$ cat src/rtl/sram4k8_master.sv
// Arbitrating master for a 4Kx8 synchronous SRAM (registered read): CPU single accesses plus scan bursts.
// Define SRAM4K8_MASTER_PREEMPT_EN to let CPU strobes slot in between scan strobes.
module sram4k8_master #(
    parameter int SCAN_LEN = 32
) (
    input  logic        i_MCLK,
    input  logic        i_RST_n,
    input  logic        i_CPU_REQ,
    input  logic        i_CPU_WE,
    input  logic [11:0] i_CPU_ADDR,
    input  logic [7:0]  i_CPU_DIN,
    output logic        o_CPU_ACK,
    output logic [7:0]  o_CPU_DOUT,
    input  logic        i_SCAN_START,
    input  logic [11:0] i_SCAN_BASE,
    output logic        o_SCAN_VALID,
    output logic [7:0]  o_SCAN_DATA,
    output logic        o_SCAN_BUSY,
    output logic [11:0] o_SRAM_ADDR,
    output logic [7:0]  o_SRAM_DIN,
    output logic        o_SRAM_WR_n,
    output logic        o_SRAM_RD_n,
    input  logic [7:0]  i_SRAM_DOUT
);

    localparam logic [11:0] LEN_M1 = 12'(SCAN_LEN - 1);

    typedef enum logic [1:0] {IDLE, SCAN, CPU_WR, CPU_RD} state_t;

    state_t      state;
    logic [11:0] scan_addr;
    logic [11:0] scan_rem;
    logic        scan_last_q;

    // Per-strobe tags: _p0 travels with the strobe, _p1 with the SRAM's returned byte.
    logic        vld_p0, cpu_p0, last_p0;
    logic        vld_p1, cpu_p1, last_p1;

    logic        cpu_inflight;
    logic        cpu_go;
    logic        scan_go;

    // A CPU access is outstanding from its strobe through its ACK; a held REQ is only re-taken afterwards.
    assign cpu_inflight = !o_SRAM_WR_n || (vld_p0 && cpu_p0) || (vld_p1 && cpu_p1) || o_CPU_ACK;
    assign cpu_go       = i_CPU_REQ && !cpu_inflight;
    assign scan_go      = i_SCAN_START && !o_SCAN_BUSY;

    always_ff @(posedge i_MCLK or negedge i_RST_n) begin
        if (!i_RST_n) begin
            state        <= IDLE;
            scan_addr    <= '0;
            scan_rem     <= '0;
            scan_last_q  <= 1'b0;
            vld_p0       <= 1'b0;
            cpu_p0       <= 1'b0;
            last_p0      <= 1'b0;
            vld_p1       <= 1'b0;
            cpu_p1       <= 1'b0;
            last_p1      <= 1'b0;
            o_SRAM_ADDR  <= '0;
            o_SRAM_DIN   <= '0;
            o_SRAM_WR_n  <= 1'b1;
            o_SRAM_RD_n  <= 1'b1;
            o_CPU_ACK    <= 1'b0;
            o_CPU_DOUT   <= '0;
            o_SCAN_VALID <= 1'b0;
            o_SCAN_DATA  <= '0;
            o_SCAN_BUSY  <= 1'b0;
        end else begin
            o_SRAM_WR_n <= 1'b1;
            o_SRAM_RD_n <= 1'b1;
            vld_p0      <= 1'b0;
            cpu_p0      <= 1'b0;
            last_p0     <= 1'b0;

            // ---- p0 -> p1: SRAM registers the read during this stage ----
            vld_p1  <= vld_p0;
            cpu_p1  <= cpu_p0;
            last_p1 <= last_p0;

            // ---- p1 -> output: capture i_SRAM_DOUT and route by tag ----
            o_CPU_ACK    <= !o_SRAM_WR_n || (vld_p1 && cpu_p1);
            o_SCAN_VALID <= vld_p1 && !cpu_p1;
            if (vld_p1 && cpu_p1)
                o_CPU_DOUT <= i_SRAM_DOUT;
            if (vld_p1 && !cpu_p1) begin
                o_SCAN_DATA <= i_SRAM_DOUT;
                scan_last_q <= last_p1;
            end
            if (o_SCAN_VALID && scan_last_q)
                o_SCAN_BUSY <= 1'b0;

            unique case (state)
                IDLE: begin
                    if (scan_go) begin
                        o_SRAM_RD_n <= 1'b0;
                        o_SRAM_ADDR <= i_SCAN_BASE;
                        vld_p0      <= 1'b1;
                        last_p0     <= (LEN_M1 == 12'd0);
                        scan_addr   <= i_SCAN_BASE + 12'd1;
                        scan_rem    <= LEN_M1;
                        o_SCAN_BUSY <= 1'b1;
                        state       <= SCAN;
                    end else if (cpu_go) begin
                        o_SRAM_ADDR <= i_CPU_ADDR;
                        if (i_CPU_WE) begin
                            o_SRAM_WR_n <= 1'b0;
                            o_SRAM_DIN  <= i_CPU_DIN;
                            state       <= CPU_WR;
                        end else begin
                            o_SRAM_RD_n <= 1'b0;
                            vld_p0      <= 1'b1;
                            cpu_p0      <= 1'b1;
                            state       <= CPU_RD;
                        end
                    end
                end
                SCAN: begin
`ifdef SRAM4K8_MASTER_PREEMPT_EN
                    if (cpu_go && scan_rem != 12'd0) begin
                        o_SRAM_ADDR <= i_CPU_ADDR;
                        if (i_CPU_WE) begin
                            o_SRAM_WR_n <= 1'b0;
                            o_SRAM_DIN  <= i_CPU_DIN;
                        end else begin
                            o_SRAM_RD_n <= 1'b0;
                            vld_p0      <= 1'b1;
                            cpu_p0      <= 1'b1;
                        end
                    end else
`endif
                    if (scan_rem != 12'd0) begin
                        o_SRAM_RD_n <= 1'b0;
                        o_SRAM_ADDR <= scan_addr;
                        vld_p0      <= 1'b1;
                        last_p0     <= (scan_rem == 12'd1);
                        scan_addr   <= scan_addr + 12'd1;
                        scan_rem    <= scan_rem - 12'd1;
                    end else begin
                        state <= IDLE;
                    end
                end
                CPU_WR:  state <= IDLE;
                CPU_RD:  state <= IDLE;
                default: state <= IDLE;
            endcase
        end
    end

endmodule
$ cat config.mk
export PLATFORM = sky130hd
export DESIGN_NAME = sram4k8_master
export DESIGN_NICKNAME = d
export VERILOG_FILES = /design/src/rtl/sram4k8_master.sv
export SDC_FILE = /design/constraint.sdc
export NUM_CORES = 1
export LEC_CHECK = 0
export ABC_AREA = 1
export BUFFER_PORTS_ARGS = -buffer_cell sky130_fd_sc_hd__buf_2
export CAP_MARGIN = 20
export CORE_MARGIN = 4
export CORE_UTILIZATION = 49
export DETAILED_ROUTE_END_ITERATION = 8
export PLACE_DENSITY = 0.76
export REMOVE_ABC_BUFFERS = 1
export SLEW_MARGIN = 10
export SYNTH_ARGS = -nofsm -noshare
export SYNTH_HDL_FRONTEND = slang
export SYNTH_SLANG_ARGS = --single-unit
$ cat constraint.sdc
create_clock -name i_MCLK -period 1.5 [get_ports i_MCLK]
set_input_delay 0.3 -clock i_MCLK [delete_from_list [all_inputs] [get_ports i_MCLK]]
set_output_delay 0.3 -clock i_MCLK [all_outputs]
set_load 0.03 [all_outputs]
# Yosys cells after proc, flatten, opt, wreduce, memory -nomap -nowiden

Cells that the tools add are included.

Equal/unequal tests: 8
Multiplexer cells: 35
Reduce and logical (&&, ||, !) cells: 22
$add $sub $neg: 3
Bitwise operators: 1

Operator list:

| operator                                                                | count |
|---|---|
| 12-bit two-way mux                                                      | 7 |
| 12-bit case mux with 2 select lines                                     | 3 |
| 12-bit by 1-bit adder with 12-bit output (second input constant)        | 2 |
| 1-bit two-way mux                                                       | 19 |
| 12-bit by 1-bit equality test with 1-bit output (second input constant) | 1 |
| 12-bit nonzero test                                                     | 1 |
| 12-bit by 1-bit subtractor with 12-bit output (second input constant)   | 1 |
| 1-bit logical AND                                                       | 6 |
| 2-bit two-way mux                                                       | 3 |
| 2-bit != test (second input constant)                                   | 3 |
| 2-bit case mux with 3 select lines                                      | 1 |
| 3-bit AND reduction                                                     | 2 |
| 2-bit equality test (second input constant)                             | 2 |
| 1-bit logical NOT                                                       | 4 |
| 1-bit logical OR                                                        | 4 |
| 1-bit case mux with 2 select lines                                      | 2 |
| 4-bit AND reduction                                                     | 1 |
| 3-bit != test (second input constant)                                   | 1 |
| 2-bit by 1-bit equality test with 1-bit output (second input constant)  | 1 |
| 2-bit logical NOT                                                       | 1 |
| 2-bit AND reduction                                                     | 1 |
| 2-bit nonzero test                                                      | 1 |
| 2-bit OR reduction                                                      | 1 |
| 1-bit inverter                                                          | 1 |

Word-level logic and storage cells: 88
Output and inout bits: 41
Flip-flop bits (word level): 74
Bits of input ports: 45

# Longest topological paths before layout

Depth in word-level cells: 9
Gate-level depth with buffers: 12
Gate-level depth less buffers: 11

# Least setup slack after synthesis

No wires, ideal clock.

Kind: flip-flop to flip-flop
Start point: register state[0]
End point: register scan_addr[6]
Period minus slack after synthesis: 1,569 ps
Stages on the path, launching flop included: 12
Library setup time: 65 ps
Data required time: 1,435 ps
Path slack: -69 ps
Arrival: 1,505 ps
Cell sequence: dfrtp_1 buf_6 inv_2 nor2_4 nand2_2 nand2_2 ha_1 nand3_2 nor2_4 xor2_1 nand2_1 nand2_1

Longest elaborated chain between the ends: 3
Elaborated cells between the ends (all ways): 7

RTL lines:

| element                                                                                    | RTL line | source |
|---|---|---|
| start, declared                                                                            | 30       | `state_t state;` |
| start signal, assigned                                                                     | 50       | `state <= IDLE;` |
| start signal, assigned                                                                     | 103      | `state <= SCAN;` |
| start signal, assigned                                                                     | 109      | `state <= CPU_WR;` |
| 2-bit by 1-bit equality test with 1-bit output / 2-bit logical NOT (equally long branches) | 93       | `unique case (state)` |
| 2-bit != test (no line) / 2-bit nonzero test (equally long branches)                       | -        |  |
| 3-bit AND reduction (no line)                                                              | -        |  |
| end signal, assigned                                                                       | 100      | `scan_addr <= i_SCAN_BASE + 12'd1;` |
| end signal, assigned                                                                       | 137      | `scan_addr <= scan_addr + 12'd1;` |
| end, declared                                                                              | 31       | `logic [11:0] scan_addr;` |

Several ways; a longest one is shown, not always the timed one.
A chain may end at the register's enable or synchronous reset.

# Worst setup path after layout

Start point: register state[1]
End point: register scan_addr[8]

The elaborated chain is that of the path after synthesis.

==> impl_metrics.env <==
export IMPL_grt_first_pass_wirelength_mm=15.85
export IMPL_crit_fanout=8
export IMPL_layout_nets=663
export IMPL_cp_end_kind="flop"
export IMPL_dpl_hpwl_mm=6.701
export IMPL_clkPwrFrac_pct=44.8
export IMPL_async_reset_ff_share_pct=100.0
export IMPL_finalMaxSlewViolations=0
export IMPL_final_setup_tns_ns=-4.500
export IMPL_die_y_um=95.70
export IMPL_num_vias=3953
export IMPL_gp_congestion=0.8793
export IMPL_worst_slack_ns=-0.2647
export IMPL_cp_required_ns=1.80
export IMPL_cts_sinks=74
export IMPL_drtIter0Drc=291
export IMPL_hold_class="primary input to flop"
export IMPL_syn_cell_area_sq_mm=0.003769
export IMPL_violations="negative setup slack"
export IMPL_firstDrtPassIters=5
export IMPL_status="finished, violations left"
export IMPL_clkTransAtPathRegs_ns=0.08
export IMPL_fin_crit_sh_pct=117.6
export IMPL_synth_top_area_share_pct=47.81
export IMPL_via_per_inst=5.498
export IMPL_synth_edf_count=0
export IMPL_die_area_sq_mm=0.009158
export IMPL_drt_wirelength_per_cell_um=18.04
export IMPL_placed_cells=673
export IMPL_cp_data_arrival_time_ns=2.07
export IMPL_core_area_sq_mm=0.007370
export IMPL_diodes=0
export IMPL_clock_root_buffer="clkbuf_8"
export IMPL_yosys_area_top_type="dfrtp_1"
export IMPL_grt_antenna_before_repair=0
export IMPL_wirelength_mm=12.97
export IMPL_crit_type="flop to flop"
export IMPL_grt_pass1_vias=3479
export IMPL_ys_warn_count=0
export IMPL_rsz0062_at_grt="yes"
export IMPL_combPwrFrac_pct=4.4
export IMPL_finalCriticalPeriod_ns=1.765
export IMPL_synth_area_per_cell_sq_um=8.375
export IMPL_startpoint_type="flop"
export IMPL_placementRows=31
export IMPL_layout_drive_gt1_share_pct=47.10
export IMPL_clock_fmax_mhz=566.7
export IMPL_p_total_w=0.003957
export IMPL_synth_common_cells="nand2_1 (124), dfrtp_1 (72), o21ai_0 (54), inv_1 (39), nor2_1 (30)"
export IMPL_insertion_delay_ns=0.36
export IMPL_synthFlopType="dfrtp_1"
export IMPL_yosysSeqAreaShare_pct=49.20
export IMPL_fin_worst_skew_ns=0.01434
export IMPL_drc_errors=0
export IMPL_yosysMostFrequentCell="nand2_1"
export IMPL_syn_inst=450
export IMPL_start_util_pct=51.14
export IMPL_power_leakage_nw=2.846
export IMPL_synth_seq_cells=74
export IMPL_ios=86
export IMPL_tightest_slew_ns=0.4200
export IMPL_cts_tree="built"
export IMPL_io_buffers=85
export IMPL_max_slew_margin_pct=71.97
export IMPL_setup_viol=47
export IMPL_p_int_w=0.003021
export IMPL_fin_cells=719
export IMPL_cap_violations=0
export IMPL_grt_max_degree=75
export IMPL_vdd_drop_max_uv=444.7
export IMPL_cts_buffers=9
export IMPL_switching_power_w=0.0009362
export IMPL_fp_dieW_um=95.70
export IMPL_place_area_sq_mm=0.004681
export IMPL_synth_area_leaders="dfrtp_1 (48%), nand2_1 (12%), o21ai_0 (7.2%)"
export IMPL_finalHoldViolCount=0
export IMPL_clk_path_buf_depth=2
export IMPL_cts_htree_levels=3
export IMPL_grt_overflow=0
export IMPL_dp_slack_ns=-0.1496
export IMPL_grt_usage_pct=22.07
export IMPL_drt_antenna_violating_nets=0
export IMPL_switching_share_pct=23.66
export IMPL_power_density_mw_per_mm2=699.3
export IMPL_design_area_sq_mm=0.005658
export IMPL_fill_cells=432
export IMPL_ys_types=35
export IMPL_p_seq_share_pct=50.8
export IMPL_syn_to_final_growth_pct=50.13
critical path: stages, from the launching register on:
cell and delay, ns:
dfrtp_2 0.46, clkinv_4 0.12, nand2_8 0.13, buf_12 0.13, nand2_1 0.08, o21ai_4 0.10
buf_4 0.17, nand4_1 0.13, o21bai_1 0.23, nand3_1 0.10, nand2_1 0.06
layer usage:
layer | part of all wire, % | wire length (um) | vias to the layer above | track usage, %
li1 | - | - | 1778 | -
met1 | 37 | 4837 | 1882 | 28.01
met2 | 50 | 6529 | 228 | 37.06
met3 | 7.8 | 1015 | 65 | 3.753
met4 | 4.5 | 585 | 0 | 9.716
met5 | 0 | 0 | - | 0
logic make-up after synthesis:
logic type,Yosys count,synth area share [%]
buffers and inverters,60,7.736
AND/OR/NAND/NOR,224,28.15
adder cells (fa/ha/maj),3,0.9961
AO/OA/AOI/OAI,81,12.05
flip-flops,74,49.20
XOR/XNOR,8,1.859
sequential cells by signal, indices dropped and copies added (netlist names):
| signal | flops |
|---|---|
| last_p0 | 1 |
| o_CPU_ACK | 1 |
| o_SRAM_DIN | 8 |
| cpu_p1 | 1 |
| vld_p1 | 1 |
| o_CPU_DOUT | 8 |
| o_SRAM_WR_n | 1 |
| o_SRAM_RD_n | 1 |
| state | 2 |
| scan_rem | 12 |
| scan_addr | 12 |
| o_SCAN_VALID | 1 |
| scan_last_q | 1 |
| o_SRAM_ADDR | 12 |
| o_SCAN_DATA | 8 |
| vld_p0 | 1 |
| cpu_p0 | 1 |
| last_p1 | 1 |
| o_SCAN_BUSY | 1 |
cells in the final DEF (no fill, tap or decap), types with 2 or more instances in the layout:
master     Yosys  layout
xor2_1         7       6
nand2_8        1       2
inv_2          5       9
nand2_2       12      24
buf_12         0       9
bufinv_16      0       2
o21ai_2        4      12
nand4_1        4       4
nor2_1        30      24
clkbuf_8       0       9
buf_2          4      85
buf_4          1      58
inv_6          0       3
nor2_4         5       9
clkinv_4       1       2
nor2_2         3       5
inv_1         39      34
nand3_4        0       6
buf_6          4      11
nand2_1      124      97
o21ai_1        9       7
dfrtp_1       72      71
o21ai_0       54      47
o21a_1        11      11
or2_2          2       2
nand3_1       29      20
clkinv_8       0       3
dfstp_2        2       2
ha_4           0       2
nand2_4        5      19
nand3_2        4       8
worst paths after layout:
path	from	end	slack, ns	depth (start not counted)
setup / recovery	state[1]	scan_addr[8]	-0.26	10
hold / removal	i_CPU_DIN[0]	o_SRAM_DIN[0]	0.21	3
setup reg to reg	state[1]	scan_addr[8]	-0.26	10
hold reg to reg	last_p0	last_p1	0.37	0
max in group asynchronous	i_RST_n	o_SRAM_RD_n	0.68	3
min in group asynchronous	i_RST_n	o_CPU_ACK	0.50	3
layout make-up:
cell class / count / area, sq um / area share, %
Tap cell: 99 / 123.9 / 2.189
Multi-Input combinational cell: 317 / 2006 / 35.45
Clock buffer: 9 / 123.9 / 2.189
Clock inverter: 7 / 100.1 / 1.769
Sequential cell: 74 / 1856 / 32.80
Timing Repair Buffer: 165 / 1200 / 21.21
Timing Repair inverter: 3 / 48.80 / 0.8624
Inverter: 45 / 200.2 / 3.538
metrics by stage:
step / utilization (%) / hold WS, ns
6_report: 76.77 / 0.2064
5_1_grt: 76.77 / 0.2069
4_1_cts: 69.59 / 0.1801
3_5_place_dp: 63.51 / 0.3401
3_3_place_gp: 63.51 / 0.3355
2_1_floorplan: - / 0.004409
repair_timing:
action | in CTS | in global routing
pin swaps | 15 | 28
gates cloned | 0 | 5
setup endpoints to repair | 43 | 47
hold endpoints to repair | 72 | 0
hold buffers | 1 | 0
gates resized for setup | 32 | 91
buffers inserted | 9 | 18
power by group through the flow:
stage	clock [W]	sequential, W	combinational [W]
final	0.00177	0.00201	0.000174
after global routing	0.00189	0.00201	0.000189
after CTS	0.00177	0.00201	0.000167
after detailed placement	0	0.00205	0.000163
after global placement	0	0.00205	0.000160
after floorplan	0	0.00207	0.0000155
Power figures use the tool's default switching activity.
